File: src/rtl/seq_rep_monitor_if.sv
// seq_rep_monitor_if: stimulus and result bundle of the sequence-repetition
// monitor. The master side drives start/mode/x/y (the SVA lab stimulus);
// the slave side is the monitor, returning pulses and running counters.
interface seq_rep_monitor_if #(
  parameter int CNT_W = 16
);
  logic             start;
  logic [1:0]       mode;
  logic             x;
  logic             y;
  logic             busy;
  logic             pass_o;
  logic             fail_o;
  logic             timeout_o;
  logic [CNT_W-1:0] pass_cnt;
  logic [CNT_W-1:0] fail_cnt;

  modport master (
    output start, mode, x, y,
    input  busy, pass_o, fail_o, timeout_o, pass_cnt, fail_cnt
  );

  modport slave (
    input  start, mode, x, y,
    output busy, pass_o, fail_o, timeout_o, pass_cnt, fail_cnt
  );
endinterface

File: src/rtl/seq_rep_monitor.sv
// seq_rep_monitor: synthesizable evaluation of start |=> (x REP N ##1 y),
// where REP is [*N] (mode 0), [->N] (mode 1) or [=N] (mode 2), chosen per
// attempt. One attempt at a time; starts seen while busy are ignored.
// Verdicts are registered one-cycle pulses plus saturating counters.
//
// Optional feature macro: SEQ_MON_TIMEOUT_EN
//   defined   -> an attempt still unresolved on its TIMEOUT-th evaluation
//                edge fails with timeout_o (strong semantics).
//   undefined -> no timeout logic, timeout_o is 0 and an unresolved
//                attempt stays busy until reset (weak semantics).
module seq_rep_monitor #(
  parameter int N       = 2,
  parameter int TIMEOUT = 16,
  parameter int CNT_W   = 16
) (
  input  logic              clk,
  input  logic              rst_n,
  seq_rep_monitor_if.slave  bus
);

  typedef enum logic [1:0] {
    ST_IDLE   = 2'd0,
    ST_REP    = 2'd1,
    ST_WAIT_Y = 2'd2
  } state_e;

  localparam logic [1:0]       MODE_CONSEC  = 2'd0;
  localparam logic [1:0]       MODE_GOTO    = 2'd1;
  localparam logic [1:0]       MODE_NONCONS = 2'd2;
  localparam logic [3:0]       N_L          = 4'(N);
  localparam logic [CNT_W-1:0] CNT_MAX      = {CNT_W{1'b1}};
  localparam logic [CNT_W-1:0] CNT_ONE      = {{(CNT_W-1){1'b0}}, 1'b1};

  state_e           state_r;
  state_e           state_eval_s;
  state_e           state_nxt_s;
  logic [3:0]       xc_r;
  logic [3:0]       xc_nxt_s;
  logic [3:0]       xc_inc_s;
  logic [1:0]       mode_q_r;
  logic [1:0]       mode_q_nxt_s;
  logic             eval_pass_s;
  logic             eval_fail_s;
  logic             tmo_s;
  logic             pass_s;
  logic             fail_s;

  logic             busy_d_s;
  logic [CNT_W-1:0] pass_cnt_d_s;
  logic [CNT_W-1:0] fail_cnt_d_s;
  logic             busy_r;
  logic             pass_r;
  logic             fail_r;
  logic [CNT_W-1:0] pass_cnt_r;
  logic [CNT_W-1:0] fail_cnt_r;

  assign xc_inc_s = xc_r + 4'd1;

  // Attempt state: FSM state, x occurrence count and mode latched at start
  always_ff @(posedge clk or negedge rst_n) begin
    if (!rst_n) begin
      state_r  <= ST_IDLE;
      xc_r     <= 4'd0;
      mode_q_r <= 2'd0;
    end else begin
      state_r  <= state_nxt_s;
      xc_r     <= xc_nxt_s;
      mode_q_r <= mode_q_nxt_s;
    end
  end

  // Next-state evaluation of the property for the current sample of x/y
  always_comb begin
    state_eval_s = state_r;
    xc_nxt_s     = xc_r;
    mode_q_nxt_s = mode_q_r;
    eval_pass_s  = 1'b0;
    eval_fail_s  = 1'b0;
    case (state_r)
      ST_IDLE: begin
        if (bus.start) begin
          state_eval_s = ST_REP;
          xc_nxt_s     = 4'd0;
          mode_q_nxt_s = bus.mode;
        end else begin
          state_eval_s = ST_IDLE;
        end
      end
      ST_REP: begin
        case (mode_q_r)
          MODE_CONSEC: begin
            // Consecutive repetition: every cycle must carry an x
            if (bus.x) begin
              xc_nxt_s = xc_inc_s;
              if (xc_inc_s == N_L) begin
                state_eval_s = ST_WAIT_Y;
              end else begin
                state_eval_s = ST_REP;
              end
            end else begin
              eval_fail_s = 1'b1;
            end
          end
          MODE_GOTO, MODE_NONCONS: begin
            // Gaps between occurrences of x are tolerated
            if (bus.x) begin
              xc_nxt_s = xc_inc_s;
              if (xc_inc_s == N_L) begin
                state_eval_s = ST_WAIT_Y;
              end else begin
                state_eval_s = ST_REP;
              end
            end else begin
              state_eval_s = ST_REP;
            end
          end
          default: begin
            // Reserved repetition kind fails on the first evaluation edge
            eval_fail_s = 1'b1;
          end
        endcase
      end
      ST_WAIT_Y: begin
        case (mode_q_r)
          MODE_CONSEC, MODE_GOTO: begin
            // y must arrive exactly one cycle after the Nth x
            if (bus.y) begin
              eval_pass_s = 1'b1;
            end else begin
              eval_fail_s = 1'b1;
            end
          end
          MODE_NONCONS: begin
            // y may come later, but an extra x before it breaks [=N]
            if (bus.y) begin
              eval_pass_s = 1'b1;
            end else if (bus.x) begin
              eval_fail_s = 1'b1;
            end else begin
              state_eval_s = ST_WAIT_Y;
            end
          end
          default: begin
            eval_fail_s = 1'b1;
          end
        endcase
      end
      default: begin
        state_eval_s = ST_IDLE;
      end
    endcase
  end

`ifdef SEQ_MON_TIMEOUT_EN
  localparam int             CYC_W    = $clog2(TIMEOUT + 1);
  localparam logic [CYC_W-1:0] CYC_LAST = CYC_W'(TIMEOUT - 1);
  localparam logic [CYC_W-1:0] CYC_ONE  = CYC_W'(1);

  logic [CYC_W-1:0] cyc_r;
  logic             tmo_r;

  // Evaluation-edge counter: 0 on the first edge after start
  always_ff @(posedge clk or negedge rst_n) begin
    if (!rst_n) begin
      cyc_r <= {CYC_W{1'b0}};
    end else if (state_r == ST_IDLE) begin
      cyc_r <= {CYC_W{1'b0}};
    end else begin
      cyc_r <= cyc_r + CYC_ONE;
    end
  end

  // A regular verdict on the last allowed edge takes precedence over timeout
  assign tmo_s = (state_r != ST_IDLE) && !eval_pass_s && !eval_fail_s &&
                 (cyc_r == CYC_LAST);

  // Registered timeout pulse, aligned with fail_o
  always_ff @(posedge clk or negedge rst_n) begin
    if (!rst_n) begin
      tmo_r <= 1'b0;
    end else begin
      tmo_r <= tmo_s;
    end
  end

  assign bus.timeout_o = tmo_r;
`else
  logic unused_timeout_s;

  // TIMEOUT only matters when the timeout feature is compiled in
  assign unused_timeout_s = ^TIMEOUT;
  assign tmo_s            = 1'b0;
  assign bus.timeout_o    = 1'b0;
`endif

  assign pass_s      = eval_pass_s;
  assign fail_s      = eval_fail_s | tmo_s;
  assign state_nxt_s = (pass_s || fail_s) ? ST_IDLE : state_eval_s;

  // Output decode: next busy level and saturating counter updates
  always_comb begin
    busy_d_s     = (state_nxt_s != ST_IDLE);
    pass_cnt_d_s = pass_cnt_r;
    fail_cnt_d_s = fail_cnt_r;
    if (pass_s && (pass_cnt_r != CNT_MAX)) begin
      pass_cnt_d_s = pass_cnt_r + CNT_ONE;
    end else begin
      pass_cnt_d_s = pass_cnt_r;
    end
    if (fail_s && (fail_cnt_r != CNT_MAX)) begin
      fail_cnt_d_s = fail_cnt_r + CNT_ONE;
    end else begin
      fail_cnt_d_s = fail_cnt_r;
    end
  end

  // Registered outputs: busy level, verdict pulses and counters
  always_ff @(posedge clk or negedge rst_n) begin
    if (!rst_n) begin
      busy_r     <= 1'b0;
      pass_r     <= 1'b0;
      fail_r     <= 1'b0;
      pass_cnt_r <= {CNT_W{1'b0}};
      fail_cnt_r <= {CNT_W{1'b0}};
    end else begin
      busy_r     <= busy_d_s;
      pass_r     <= pass_s;
      fail_r     <= fail_s;
      pass_cnt_r <= pass_cnt_d_s;
      fail_cnt_r <= fail_cnt_d_s;
    end
  end

  assign bus.busy     = busy_r;
  assign bus.pass_o   = pass_r;
  assign bus.fail_o   = fail_r;
  assign bus.pass_cnt = pass_cnt_r;
  assign bus.fail_cnt = fail_cnt_r;

endmodule

File: src/flat_wrapper.sv
// flat-port wrapper written by rule: the top's interface ports become plain ports
module seq_rep_monitor_flat 
#(
  parameter int N       = 2,
  parameter int TIMEOUT = 16,
  parameter int CNT_W   = 16
)
  (clk, rst_n, bus_start, bus_mode, bus_x, bus_y, bus_busy, bus_pass_o, bus_fail_o, bus_timeout_o, bus_pass_cnt, bus_fail_cnt);
  seq_rep_monitor_if #(.CNT_W(CNT_W)) bus_i ();
  input  logic clk;
  input  logic rst_n;
  input wire logic [$bits(bus_i.start)-1:0] bus_start;
  input wire logic [$bits(bus_i.mode)-1:0] bus_mode;
  input wire logic [$bits(bus_i.x)-1:0] bus_x;
  input wire logic [$bits(bus_i.y)-1:0] bus_y;
  output wire logic [$bits(bus_i.busy)-1:0] bus_busy;
  output wire logic [$bits(bus_i.pass_o)-1:0] bus_pass_o;
  output wire logic [$bits(bus_i.fail_o)-1:0] bus_fail_o;
  output wire logic [$bits(bus_i.timeout_o)-1:0] bus_timeout_o;
  output wire logic [$bits(bus_i.pass_cnt)-1:0] bus_pass_cnt;
  output wire logic [$bits(bus_i.fail_cnt)-1:0] bus_fail_cnt;
  assign bus_i.start = bus_start;
  assign bus_i.mode = bus_mode;
  assign bus_i.x = bus_x;
  assign bus_i.y = bus_y;
  assign bus_busy = bus_i.busy;
  assign bus_pass_o = bus_i.pass_o;
  assign bus_fail_o = bus_i.fail_o;
  assign bus_timeout_o = bus_i.timeout_o;
  assign bus_pass_cnt = bus_i.pass_cnt;
  assign bus_fail_cnt = bus_i.fail_cnt;
  seq_rep_monitor #(.N(N), .TIMEOUT(TIMEOUT), .CNT_W(CNT_W)) u_core (.clk(clk), .rst_n(rst_n), .bus(bus_i));
endmodule
File: config.mk
export PLATFORM = sky130hd
export DESIGN_NAME = seq_rep_monitor_flat
export DESIGN_NICKNAME = d
export VERILOG_FILES = /design/src/rtl/seq_rep_monitor_if.sv /design/src/rtl/seq_rep_monitor.sv /design/src/flat_wrapper.sv
export SDC_FILE = /design/constraint.sdc
export NUM_CORES = 1
export LEC_CHECK = 0
export ABC_AREA = 1
export CAP_MARGIN = 20
export CORE_MARGIN = 2
export CORE_UTILIZATION = 30
export DETAILED_ROUTE_END_ITERATION = 8
export SYNTH_ARGS = -nofsm -noshare
export SYNTH_HDL_FRONTEND = slang
export SYNTH_SLANG_ARGS = --single-unit
File: constraint.sdc
create_clock -name clk -period 2.2 [get_ports clk]
set_input_delay 0.44 -clock clk [delete_from_list [all_inputs] [get_ports clk]]
set_output_delay 0.44 -clock clk [all_outputs]
set_load 0.01 [all_outputs]
==> results of run 1 <==
-- area by class of cell --
cell class,instances,area (sq um)
Sequential cell,43,1076
Tap cell,108,135.1
Timing Repair Buffer,43,432.9
Multi-Input combinational cell,262,1403
Clock buffer,6,82.58
Inverter,45,168.9
Fill cell,888,5418
Clock inverter,1,5.005
-- kinds of logic after synthesis --
kind of cell	count (synthesis)
other	1
xor gates and xnor gates	24
and+or+nand+nor	198
adders and majority gates	12
DFF	43
buffers and inverters	50
AOI/OAI and AO/OA	27
-- where the power goes --
part / internal (mW) / total [mW] / switching, mW
clock: 0.247 / 0.511 / 0.264
combinational: 0.594 / 1.31 / 0.720
sequential: 0.983 / 1.20 / 0.218
-- worst reg2reg max path, cell delays in order (launching register included) --
cell	delay, ns
sky130_fd_sc_hd__dfrtp_1	0.39
sky130_fd_sc_hd__inv_1	0.09
sky130_fd_sc_hd__ha_1	0.30
sky130_fd_sc_hd__inv_1	0.07
sky130_fd_sc_hd__nand2_1	0.06
sky130_fd_sc_hd__o21ai_0	0.07
sky130_fd_sc_hd__nand2_1	0.07
sky130_fd_sc_hd__nand2_1	0.06
sky130_fd_sc_hd__nand2_1	0.06
sky130_fd_sc_hd__inv_1	0.10
sky130_fd_sc_hd__nand2_4	0.15
sky130_fd_sc_hd__inv_2	0.23
sky130_fd_sc_hd__nand2_1	0.08
sky130_fd_sc_hd__nand2_1	0.06
-- flip-flops by register name, indices dropped and copies added, names as in the netlist --
| register | count |
|---|---|
| u_core.mode_q_r | 2 |
| u_core.bus.fail_cnt | 16 |
| u_core.bus.fail_o | 1 |
| u_core.bus.pass_o | 1 |
| u_core.bus.busy | 1 |
| u_core.xc_r | 4 |
| u_core.bus.pass_cnt | 16 |
| u_core.state_r | 2 |
-- final timing paths --
check | endpoint | from
max | u_core.bus.fail_cnt[7] | u_core.mode_q_r[0]
min | u_core.bus.fail_cnt[8] | rst_n
max reg2reg | u_core.bus.fail_cnt[7] | u_core.mode_q_r[0]
min reg2reg | u_core.bus.fail_cnt[15] | u_core.bus.fail_cnt[15]
max in group asynchronous | u_core.bus.pass_cnt[2] | rst_n
min in group clk | u_core.bus.fail_cnt[15] | u_core.bus.fail_cnt[15]
-- Yosys cell counts (all sizes together) --
cell type,count
a21boi,1
a21oi,6
buf,5
conb,1
dfrtp,43
ha,12
inv,45
nand2,131
nand3,23
nand3b,1
nand4,5
nor2,24
nor3,14
o21ai,18
o22ai,2
xnor2,5
xor2,19
-- metal layers --
metal | vias to the layer above | global-route usage (%) | share of wire [%]
li1 | 1201 | - | -
met1 | 1050 | 17.68 | 49
met2 | 56 | 20.06 | 45
met3 | 7 | 3.475 | 4.3
met4 | 0 | 3.899 | 0.96
met5 | - | 0 | 0
-- stage by stage --
| stage | power (mW) | worst slack, ns | cells | instance area [sq um] | utilization (%) |
|---|---|---|---|---|---|
| 5_1_grt | 3.303 | 0.1257 | 508 | 3303 | 37.88 |
| 4_1_cts | 3.073 | 0.3403 | 508 | 3303 | 37.88 |
| 3_3_place_gp | 2.541 | 0.2108 | 501 | 3216 | 36.87 |
| 2_1_floorplan | 2.037 | 0.5985 | 355 | 2696 | - |
| 3_5_place_dp | 2.541 | 0.1561 | 501 | 3216 | 36.87 |
| 6_report | 3.025 | 0.3663 | 508 | 3303 | 37.88 |
==> results.py, run 1 <==
metrics = {
    "sta": {
        "hold_slack_ns": 0.2005,
        "clock_skew_ns": 0.009249,
        "timing_hold_violations_final": 0,
        "setup_viol_count_final": 0,
        "drv_slew": 0,
        "achievable-frequency_mhz": 545.3,
        "rsz0062_at_grt": "false",
        "max_slew.worst_pin.slew_ns": 0.5391,
        "max_slew_margin_pct": 64.06,
        "post-route-min-period_ns": 1.834,
        "setup_tns_ns": 0,
        "post-route-period-util_pct": 83.35,
    },
    "pwr": {
        "power.leakage_nw": 1.556,
        "power_per_cell_area_nw_per_um2": 915.7,
        "vdd_drop_max_v": 0.0004487,
    },
    "layout": {
        "layout.nets": 419,
        "layout.cells.most_common": "sky130_fd_sc_hd__nand2_1",
        "final_cell_mix": "sky130_fd_sc_hd__nand2_1 (129), sky130_fd_sc_hd__inv_1 (43), sky130_fd_sc_hd__dfrtp_1 (43), sky130_fd_sc_hd__clkdlybuf4s50_1 (40), sky130_fd_sc_hd__nor2_1 (24)",
        "areaGrowthSynthToFinish_pct": 22.51,
        "antennaDiodeCount": 0,
        "final_layout_size_suffix_gt1_share_pct": 7.250,
    },
    "critical_path": {
        "critical_path_depth": 13,
        "type_of_destination_of_the_critical_path": "register",
        "cp_top_family": "simple AND/OR/NAND/NOR gates",
        "critPathSlowestCell": "sky130_fd_sc_hd__dfrtp_1",
        "worst-r2r-cell-count": 13,
        "cp_data_arrival_time_ns": 2.07,
        "criticalPathCategory": "reg -> reg",
        "worst_path_largest_cell_delay_ns": 0.39,
        "startpoint_type": "register",
        "critical_path_peak_fanout": 19,
        "crit_path_cell_chain": "inv_1, ha_1, inv_1, nand2_1, o21ai_0, nand2_1, nand2_1, nand2_1, inv_1, nand2_4, inv_2, nand2_1, nand2_1",
        "required_time_worst_endpoint_ns": 2.43,
        "internal_reg_to_reg_setup_slack_ns": 0.37,
        "cp_common_cell": "sky130_fd_sc_hd__nand2_1",
        "cp.buffers_inverters": 4,
    },
    "min_path": {
        "timing.hold.worst.class": "in -> async",
    },
    "clock_network": {
        "tritoncts": "built",
        "h-tree-depth": 2,
        "number_of_buffers_created_by_cts": 5,
        "insertion_delay_ns": 0.30,
        "cts-root-buf": "sky130_fd_sc_hd__clkbuf_8",
        "postCtsSetupRepairBufs": 0,
        "clock_tree.buffer_depth": 2,
        "clk_sink_count": 43,
        "path_clk_slew_ns": 0.08,
        "post_cts_hold_buffer_count": 0,
        "post_cts_resized": 0,
    },
    "floorplan": {
        "die_area_sq_um": 9762,
        "fp.coreArea_sq_um": 8721,
        "pin_count": 43,
        "floorplan.die.height_um": 98.81,
        "start_util_pct": 30.92,
        "rows": 34,
        "die-width_um": 98.81,
    },
    "global_routing": {
        "grtUsageTotal_pct": 12.92,
        "number_of_antenna_violations_at_the_first_check_in_global_routing": 0,
        "grt_start_max_net_pins": 44,
        "overflow": 0,
        "number_of_global_route_vias_before_repair": 2346,
        "grt_pass1_wl_um": 10470,
    },
    "yosys": {
        "yosysWarningCount": 0,
        "synth_fa_ha_area_share_pct": 5.568,
        "synthesis.area_sq_um": 2696,
        "synth_xor_area_share_pct": 7.796,
        "synth-seq-area-share_pct": 39.91,
        "synthesis.instances": 355,
        "synth_area_leader_cell": "sky130_fd_sc_hd__dfrtp_1",
        "syn-mean-instance-area_sq_um": 7.595,
        "post_synth_and_or_nand_nor_area_fraction_pct": 32.20,
        "netlist.area_leader.share_pct": 39.91,
        "synth_compound_gate_area_share_pct": 6.311,
        "main_combinational_cell_family_by_area_after_synthesis": "simple AND/OR/NAND/NOR gates",
        "netlist_top_cells_area": "sky130_fd_sc_hd__dfrtp_1 (40%), sky130_fd_sc_hd__nand2_1 (18%), sky130_fd_sc_hd__xor2_1 (6.2%)",
        "yosys.cell_types.count": 24,
        "postSynthNetCount": 374,
        "yosys_register_bits": 43,
        "synthMuxAreaShare_pct": 0,
    },
    "route": {
        "routed_wl_um": 5843,
        "mean_number_of_vias_per_cell": 4.555,
        "first_pass_iters": 4,
        "ant_nets": 0,
        "vias": 2314,
        "wire_per_inst_um": 11.50,
        "drt_drc_violations_left": 0,
        "initialDrtViolationCount": 97,
    },
    "placed_design": {
        "globalplace.congestion": 0.9063,
        "place.port_buffers": 41,
        "detailed_place_hpwl_um": 4410,
    },
    "outcome": {
        "outcome": "completed",
    },
    "job": {
        "max_cap_violations": 0,
    },
}
No activity file was read; power rests on OpenSTA's default activity.
==> run 2: changes to the inputs <==
==> constraint.sdc (replaced) <==
create_clock -name clk -period 1.7 [get_ports clk]
set_input_delay 0.34 -clock clk [delete_from_list [all_inputs] [get_ports clk]]
set_output_delay 0.34 -clock clk [all_outputs]
set_load 0.01 [all_outputs]
==> run 2 against run 1 <==
Compared with the run above:
- final area is 13% higher
- critical endpoint is now bus_pass_cnt[0]
- largest cell class unchanged
- combinational power is 88% higher
- via count is 5.1% higher
- global-route usage is 0.45 points higher
- highest routed layer unchanged
- first-iteration DRC count is 16% lower
- core utilization is 5.1 points higher
- worst hold slack better by 0.28 ns
- sequential share of layout area is 3.4 points lower
- sequential power is 25% higher
- cell count is 6.9% higher
- register-to-register slack worse by 0.28 ns
- wire length is 5.4% higher
==> results.py, run 2 (synthesis gave the netlist of run 1 again) <==
metrics = {
    "outcome": {
        "outcome": "completed",
    },
    "layout": {
        "layout.nets": 453,
        "post_layout_nonfiller_instances": 543,
        "layout.cells.most_common": "sky130_fd_sc_hd__nand2_1",
        "final_cell_mix": "sky130_fd_sc_hd__nand2_1 (123), sky130_fd_sc_hd__inv_1 (37), sky130_fd_sc_hd__clkdlybuf4s50_1 (37), sky130_fd_sc_hd__buf_4 (28), sky130_fd_sc_hd__dfrtp_1 (28)",
        "layout.cell_area.non_filler_sq_um": 3747,
        "final_layout_size_suffix_gt1_share_pct": 21.61,
        "antennaDiodeCount": 0,
        "areaGrowthSynthToFinish_pct": 38.98,
        "layout.filler_cells": 858,
    },
    "placed_design": {
        "place.detailed.instances": 529,
        "detailed_place_hpwl_um": 4742,
        "dpl_cell_area_sq_um": 3451,
        "place.port_buffers": 41,
        "pre_cts_ws_ns": -0.1354,
        "globalplace.congestion": 0.8444,
    },
    "clock_network": {
        "tritoncts": "built",
        "h-tree-depth": 2,
        "path_clk_slew_ns": 0.09,
        "insertion_delay_ns": 0.30,
        "number_of_buffers_created_by_cts": 5,
        "clk_sink_count": 43,
        "cts-root-buf": "sky130_fd_sc_hd__clkbuf_8",
        "clock_tree.buffer_depth": 2,
    },
    "critical_path": {
        "critical_path_depth": 2,
        "worst_path_largest_cell_delay_ns": 0.53,
        "worst-r2r-cell-count": 12,
        "crit_path_cell_chain": "buf_4, clkdlybuf4s50_1",
        "capture_point_of_the_critical_path": "bus_pass_cnt[0]",
        "rr_startpoint": "u_core.mode_q_r[1]",
        "startpoint_type": "register",
        "critical_path_peak_fanout": 4,
        "worst_r2r_endpoint": "u_core.bus.fail_cnt[6]",
        "worst_setup_path_startpoint": "u_core.bus.pass_cnt[0]",
        "cp_data_arrival_time_ns": 1.31,
        "critPathSlowestCell": "sky130_fd_sc_hd__clkdlybuf4s50_1",
        "cp_top_family": "buffers and inverters",
        "cp.buffers_inverters": 2,
        "criticalPathCategory": "reg -> out",
        "internal_reg_to_reg_setup_slack_ns": 0.09,
        "type_of_destination_of_the_critical_path": "output pin",
        "required_time_worst_endpoint_ns": 1.36,
    },
    "floorplan": {
        "die-width_um": 98.81,
        "floorplan.die.height_um": 98.81,
        "fp.coreArea_sq_um": 8721,
        "rows": 34,
        "die_area_sq_um": 9762,
        "start_util_pct": 30.92,
        "pin_count": 43,
    },
    "pwr": {
        "total_switching_power_mw": 1.776,
        "p_sw_share_pct": 37.07,
        "p_int_mw": 3.016,
        "power_per_cell_area_nw_per_um2": 1279,
        "vdd_drop_max_v": 0.0007192,
        "share_seq_of_total_power_pct": 31.3,
        "clock_power_share_pct": 17.4,
        "power_frac_comb_pct": 51.3,
        "power.leakage_nw": 1.759,
    },
    "route": {
        "mean_number_of_vias_per_cell": 4.481,
        "drt_drc_violations_left": 0,
        "vias": 2433,
        "ant_nets": 0,
        "routed_wl_um": 6160,
        "wire_per_inst_um": 11.34,
        "initialDrtViolationCount": 81,
        "first_pass_iters": 4,
    },
    "global_routing": {
        "grt_pass1_wl_um": 10840,
        "grt_start_max_net_pins": 29,
        "number_of_global_route_vias_before_repair": 2413,
        "overflow": 0,
        "grtUsageTotal_pct": 13.37,
        "number_of_antenna_violations_at_the_first_check_in_global_routing": 0,
    },
    "sta": {
        "post-route-period-util_pct": 97.07,
        "hold_slack_ns": 0.4798,
        "post-route-min-period_ns": 1.650,
        "drv_slew": 0,
        "rsz0062_at_grt": "true",
        "final_critical_path_setup_slack_ns": 0.04984,
        "achievable-frequency_mhz": 606.0,
        "clock_skew_ns": 0.006692,
        "timing_hold_violations_final": 0,
        "setup_tns_ns": 0,
        "setup_viol_count_final": 0,
    },
    "job": {
        "max_cap_violations": 0,
    },
    "min_path": {
        "timing.hold.worst.class": "in -> async",
    },
}
-- run 2: final cells by class --
cell class,instances,area (sq um),share of cell area (%)
well taps,108,135.1,3.606
clock inverters,2,35.03,0.9349
inverters,45,178.9,4.775
clock buffers,6,82.58,2.204
multi-input cells,263,1485,39.63
repair buffers,76,735.7,19.63
flip-flops and latches,43,1095,29.22
-- run 2: worst register-to-register path: stages (launching register included) --
cell and delay, ns:
sky130_fd_sc_hd__dfrtp_1 0.40, sky130_fd_sc_hd__inv_2 0.09, sky130_fd_sc_hd__ha_4 0.20, sky130_fd_sc_hd__inv_2 0.06, sky130_fd_sc_hd__nand2_2 0.04, sky130_fd_sc_hd__o21ai_1 0.06
sky130_fd_sc_hd__nand2_1 0.06, sky130_fd_sc_hd__nand2_1 0.08, sky130_fd_sc_hd__nand2_2 0.08, sky130_fd_sc_hd__inv_4 0.10, sky130_fd_sc_hd__nand2_8 0.09, sky130_fd_sc_hd__buf_4 0.15
sky130_fd_sc_hd__o21ai_1 0.13
-- run 2: worst min path at each step --
stage / endpoint / depth (start not counted) / slack [ns]
after floorplan: u_core.bus.busy / 0 / 0.04
after global placement: u_core.bus.fail_cnt[14] / 1 / 0.29
after detailed placement: u_core.bus.fail_cnt[13] / 1 / 0.29
after CTS: u_core.bus.fail_cnt[9] / 2 / 0.49
after global routing: u_core.bus.fail_cnt[13] / 2 / 0.51
final: u_core.bus.fail_cnt[13] / 2 / 0.48
-- run 2: stage by stage --
stage	util (%)	total power, mW
after floorplan	-	2.636
after global placement	39.57	3.711
after detailed placement	39.57	3.722
after CTS	41.23	4.618
after global routing	42.97	5.196
final	42.97	4.792
-- run 2: repair_timing --
action / 4_1_cts / 5_1_grt
hold buffers: 1 / 0
endpoints found under the hold margin: 15 / 0
setup buffers: 2 / 2
resized for setup: 2 / 45
gates cloned: 0 / 1
endpoints found under the setup margin: 14 / 50
pin swaps: 1 / 11
-- run 2: metal layers --
layer	vias up	part of all wire, %	global-route usage, %
li1	1268	-	-
met1	1100	49	18.17
met2	56	46	21.31
met3	9	4.2	3.475
met4	0	1.3	3.372
met5	-	0	0
-- run 2: power by group through the flow --
| stage | sequential [mW] | clock [mW] | combinational [mW] |
|---|---|---|---|
| after floorplan | 1.60 | 0 | 1.04 |
| after global placement | 1.52 | 0 | 2.19 |
| after detailed placement | 1.52 | 0 | 2.20 |
| after CTS | 1.50 | 0.861 | 2.26 |
| after global routing | 1.55 | 0.903 | 2.74 |
| final | 1.50 | 0.832 | 2.46 |
==> run 3: changes to the inputs <==
--- a/config.mk
+++ b/config.mk
@@ -8,8 +8,9 @@
 export ABC_AREA = 1
 export CAP_MARGIN = 20
 export CORE_MARGIN = 2
-export CORE_UTILIZATION = 30
+export CORE_UTILIZATION = 45
 export DETAILED_ROUTE_END_ITERATION = 8
+export PLACE_DENSITY = 0.69
 export SYNTH_ARGS = -nofsm -noshare
 export SYNTH_HDL_FRONTEND = slang
 export SYNTH_SLANG_ARGS = --single-unit
==> run 3 against run 2 <==
Compared with the run above:
- worst hold slack worse by 0.39 ns
- combinational power is 7% lower
- via count decreased by 1.8%
- critical path depth decreased by 1
- first-iteration DRC count increased by 94%
- setup slack worse by 0.020 ns
- cell count fell by 8.7%
- sequential cell count stayed put
- global-route usage is 6.4 points higher
- final area is 4.8% lower
- critical path type unchanged
- critical endpoint is now bus_fail_cnt[8]
==> results.py, run 3 (synthesis gave the netlist of run 1 again) <==
metrics = {
    "placed_design": {
        "place.port_buffers": 41,
        "globalplace.congestion": 0.8747,
        "dpl_cell_area_sq_um": 3314,
        "pre_cts_ws_ns": -0.08294,
        "detailed_place_hpwl_um": 4450,
    },
    "clock_network": {
        "tritoncts": "built",
        "number_of_buffers_created_by_cts": 5,
        "clk_sink_count": 43,
        "path_clk_slew_ns": 0.09,
        "insertion_delay_ns": 0.30,
        "clock_tree.buffer_depth": 2,
        "post_cts_hold_buffer_count": 0,
        "cts-root-buf": "sky130_fd_sc_hd__clkbuf_8",
        "h-tree-depth": 2,
    },
    "critical_path": {
        "criticalPathCategory": "reg -> out",
        "startpoint_type": "register",
        "worst_path_largest_cell_delay_ns": 0.57,
        "cp_top_family": "buffers and inverters",
        "critical_path_peak_fanout": 5,
        "cp.buffers_inverters": 1,
        "type_of_destination_of_the_critical_path": "output pin",
        "crit_path_cell_chain": "clkdlybuf4s50_1",
        "cp_data_arrival_time_ns": 1.33,
        "required_time_worst_endpoint_ns": 1.36,
        "critPathSlowestCell": "sky130_fd_sc_hd__clkdlybuf4s50_1",
    },
    "pwr": {
        "power_per_cell_area_nw_per_um2": 1255,
        "power.total_mw": 4.477,
        "power.leakage_nw": 1.675,
        "vdd_drop_max_v": 0.0007986,
    },
    "sta": {
        "achievable-frequency_mhz": 598.8,
        "max_slew_margin_pct": 64.45,
        "rsz0062_at_grt": "true",
        "final_critical_path_setup_slack_ns": 0.03000,
        "post-route-period-util_pct": 98.24,
        "setup_viol_count_final": 0,
        "setup_tns_ns": 0,
        "timing_hold_violations_final": 0,
        "post-route-min-period_ns": 1.670,
        "drv_slew": 0,
        "clock_skew_ns": 0.008815,
        "hold_slack_ns": 0.09418,
        "max_slew.worst_pin.slew_ns": 0.5332,
    },
    "route": {
        "maxUsedRoutingLayer": "met4",
        "first_pass_iters": 5,
        "initialDrtViolationCount": 157,
        "route.met2.wl_um": 2837,
        "ant_nets": 0,
        "mean_number_of_vias_per_cell": 4.817,
        "m1WireLength_um": 2800,
        "routed_wl_um": 5994,
        "wire_per_inst_um": 12.08,
        "routed-wl-met3_um": 304,
        "drt_drc_violations_left": 0,
        "vias": 2389,
    },
    "layout": {
        "layout.nets": 439,
        "final_cell_mix": "sky130_fd_sc_hd__nand2_1 (118), sky130_fd_sc_hd__inv_1 (38), sky130_fd_sc_hd__clkdlybuf4s50_1 (37), sky130_fd_sc_hd__dfrtp_1 (36), sky130_fd_sc_hd__nor2_1 (24)",
        "final_layout_size_suffix_gt1_share_pct": 18.76,
        "layout.cells.most_common": "sky130_fd_sc_hd__nand2_1",
        "antennaDiodeCount": 0,
        "layout.cell_area.non_filler_sq_um": 3566,
        "layout.filler_cells": 508,
        "areaGrowthSynthToFinish_pct": 32.25,
    },
    "floorplan": {
        "rows": 28,
        "die_area_sq_um": 6627,
        "start_util_pct": 46.09,
        "pin_count": 43,
        "fp.coreArea_sq_um": 5851,
        "die-width_um": 81.41,
        "floorplan.die.height_um": 81.41,
    },
    "global_routing": {
        "number_of_global_route_vias_before_repair": 2301,
        "grtUsageTotal_pct": 19.77,
        "number_of_antenna_violations_at_the_first_check_in_global_routing": 0,
        "grt_start_max_net_pins": 44,
        "overflow": 0,
        "grt_pass1_wl_um": 10240,
    },
    "outcome": {
        "outcome": "completed",
    },
    "min_path": {
        "timing.hold.worst.class": "in -> async",
    },
    "job": {
        "max_cap_violations": 0,
    },
}
## run 3: changes by cell type in the layout (fill, tap and decap cells not counted), moves of 3 or more
| cell | before | now |
|---|---|---|
| sky130_fd_sc_hd__buf_4 | 28 | 14 |
| sky130_fd_sc_hd__buf_6 | 2 | 5 |
| sky130_fd_sc_hd__dfrtp_1 | 28 | 36 |
| sky130_fd_sc_hd__nand2_1 | 123 | 118 |
| sky130_fd_sc_hd__nand2_2 | 6 | 10 |
| sky130_fd_sc_hd__dfrtp_2 | 15 | 7 |
## run 3: stage by stage
stage / instances / utilization, %
global route: 496 / 60.95
global placement: 485 / 56.65
detailed placement: 485 / 56.65
finish: 496 / 60.95
floorplan: 355 / -
CTS: 495 / 58.47
## run 3: per-layer routing
metal | track usage [%] | vias to the layer above
met3 | 3.667 | 4
met5 | 0 | -
met2 | 32.30 | 57
li1 | - | 1242
met1 | 27.01 | 1086
met4 | 5.085 | 0
## run 3: area by class of cell
| type | count | area [sq um] | area share [%] |
|---|---|---|---|
| sequential | 43 | 1085 | 30.42 |
| clock inverter | 2 | 12.51 | 0.3509 |
| inverter | 45 | 181.4 | 5.088 |
| tap | 75 | 93.84 | 2.632 |
| timing repair buffer | 62 | 614.3 | 17.23 |
| clock buffer | 6 | 72.57 | 2.035 |
| multi-input combinational | 263 | 1506 | 42.25 |
## run 3: final timing paths
path,from,to,slack (ns),cells past startpoint
setup / recovery,u_core.bus.fail_cnt[8],bus_fail_cnt[8],0.03,1
hold / removal,rst_n,u_core.xc_r[2],0.09,2
setup reg to reg,u_core.mode_q_r[1],u_core.bus.fail_cnt[9],0.05,13
hold reg to reg,u_core.bus.fail_cnt[3],u_core.bus.fail_cnt[3],0.56,2
max in group asynchronous,rst_n,u_core.mode_q_r[1],1.20,2
min in group clk,u_core.bus.fail_cnt[3],u_core.bus.fail_cnt[3],0.56,2
## run 3: repair_timing
item | 4_1_cts | 5_1_grt
setup buffers | 1 | 1
resized for setup | 5 | 46
endpoints found under the hold margin | 0 | 0
setup endpoints to repair | 16 | 41
cloned | 1 | 0
pin swaps | 1 | 14
## run 3: report_power, final
group	leakage, nW	internal [mW]	switching [mW]	total, mW
registers	0.555	1.28	0.257	1.54
logic	1.08	1.12	1.18	2.29
clock network	0.0412	0.288	0.358	0.646
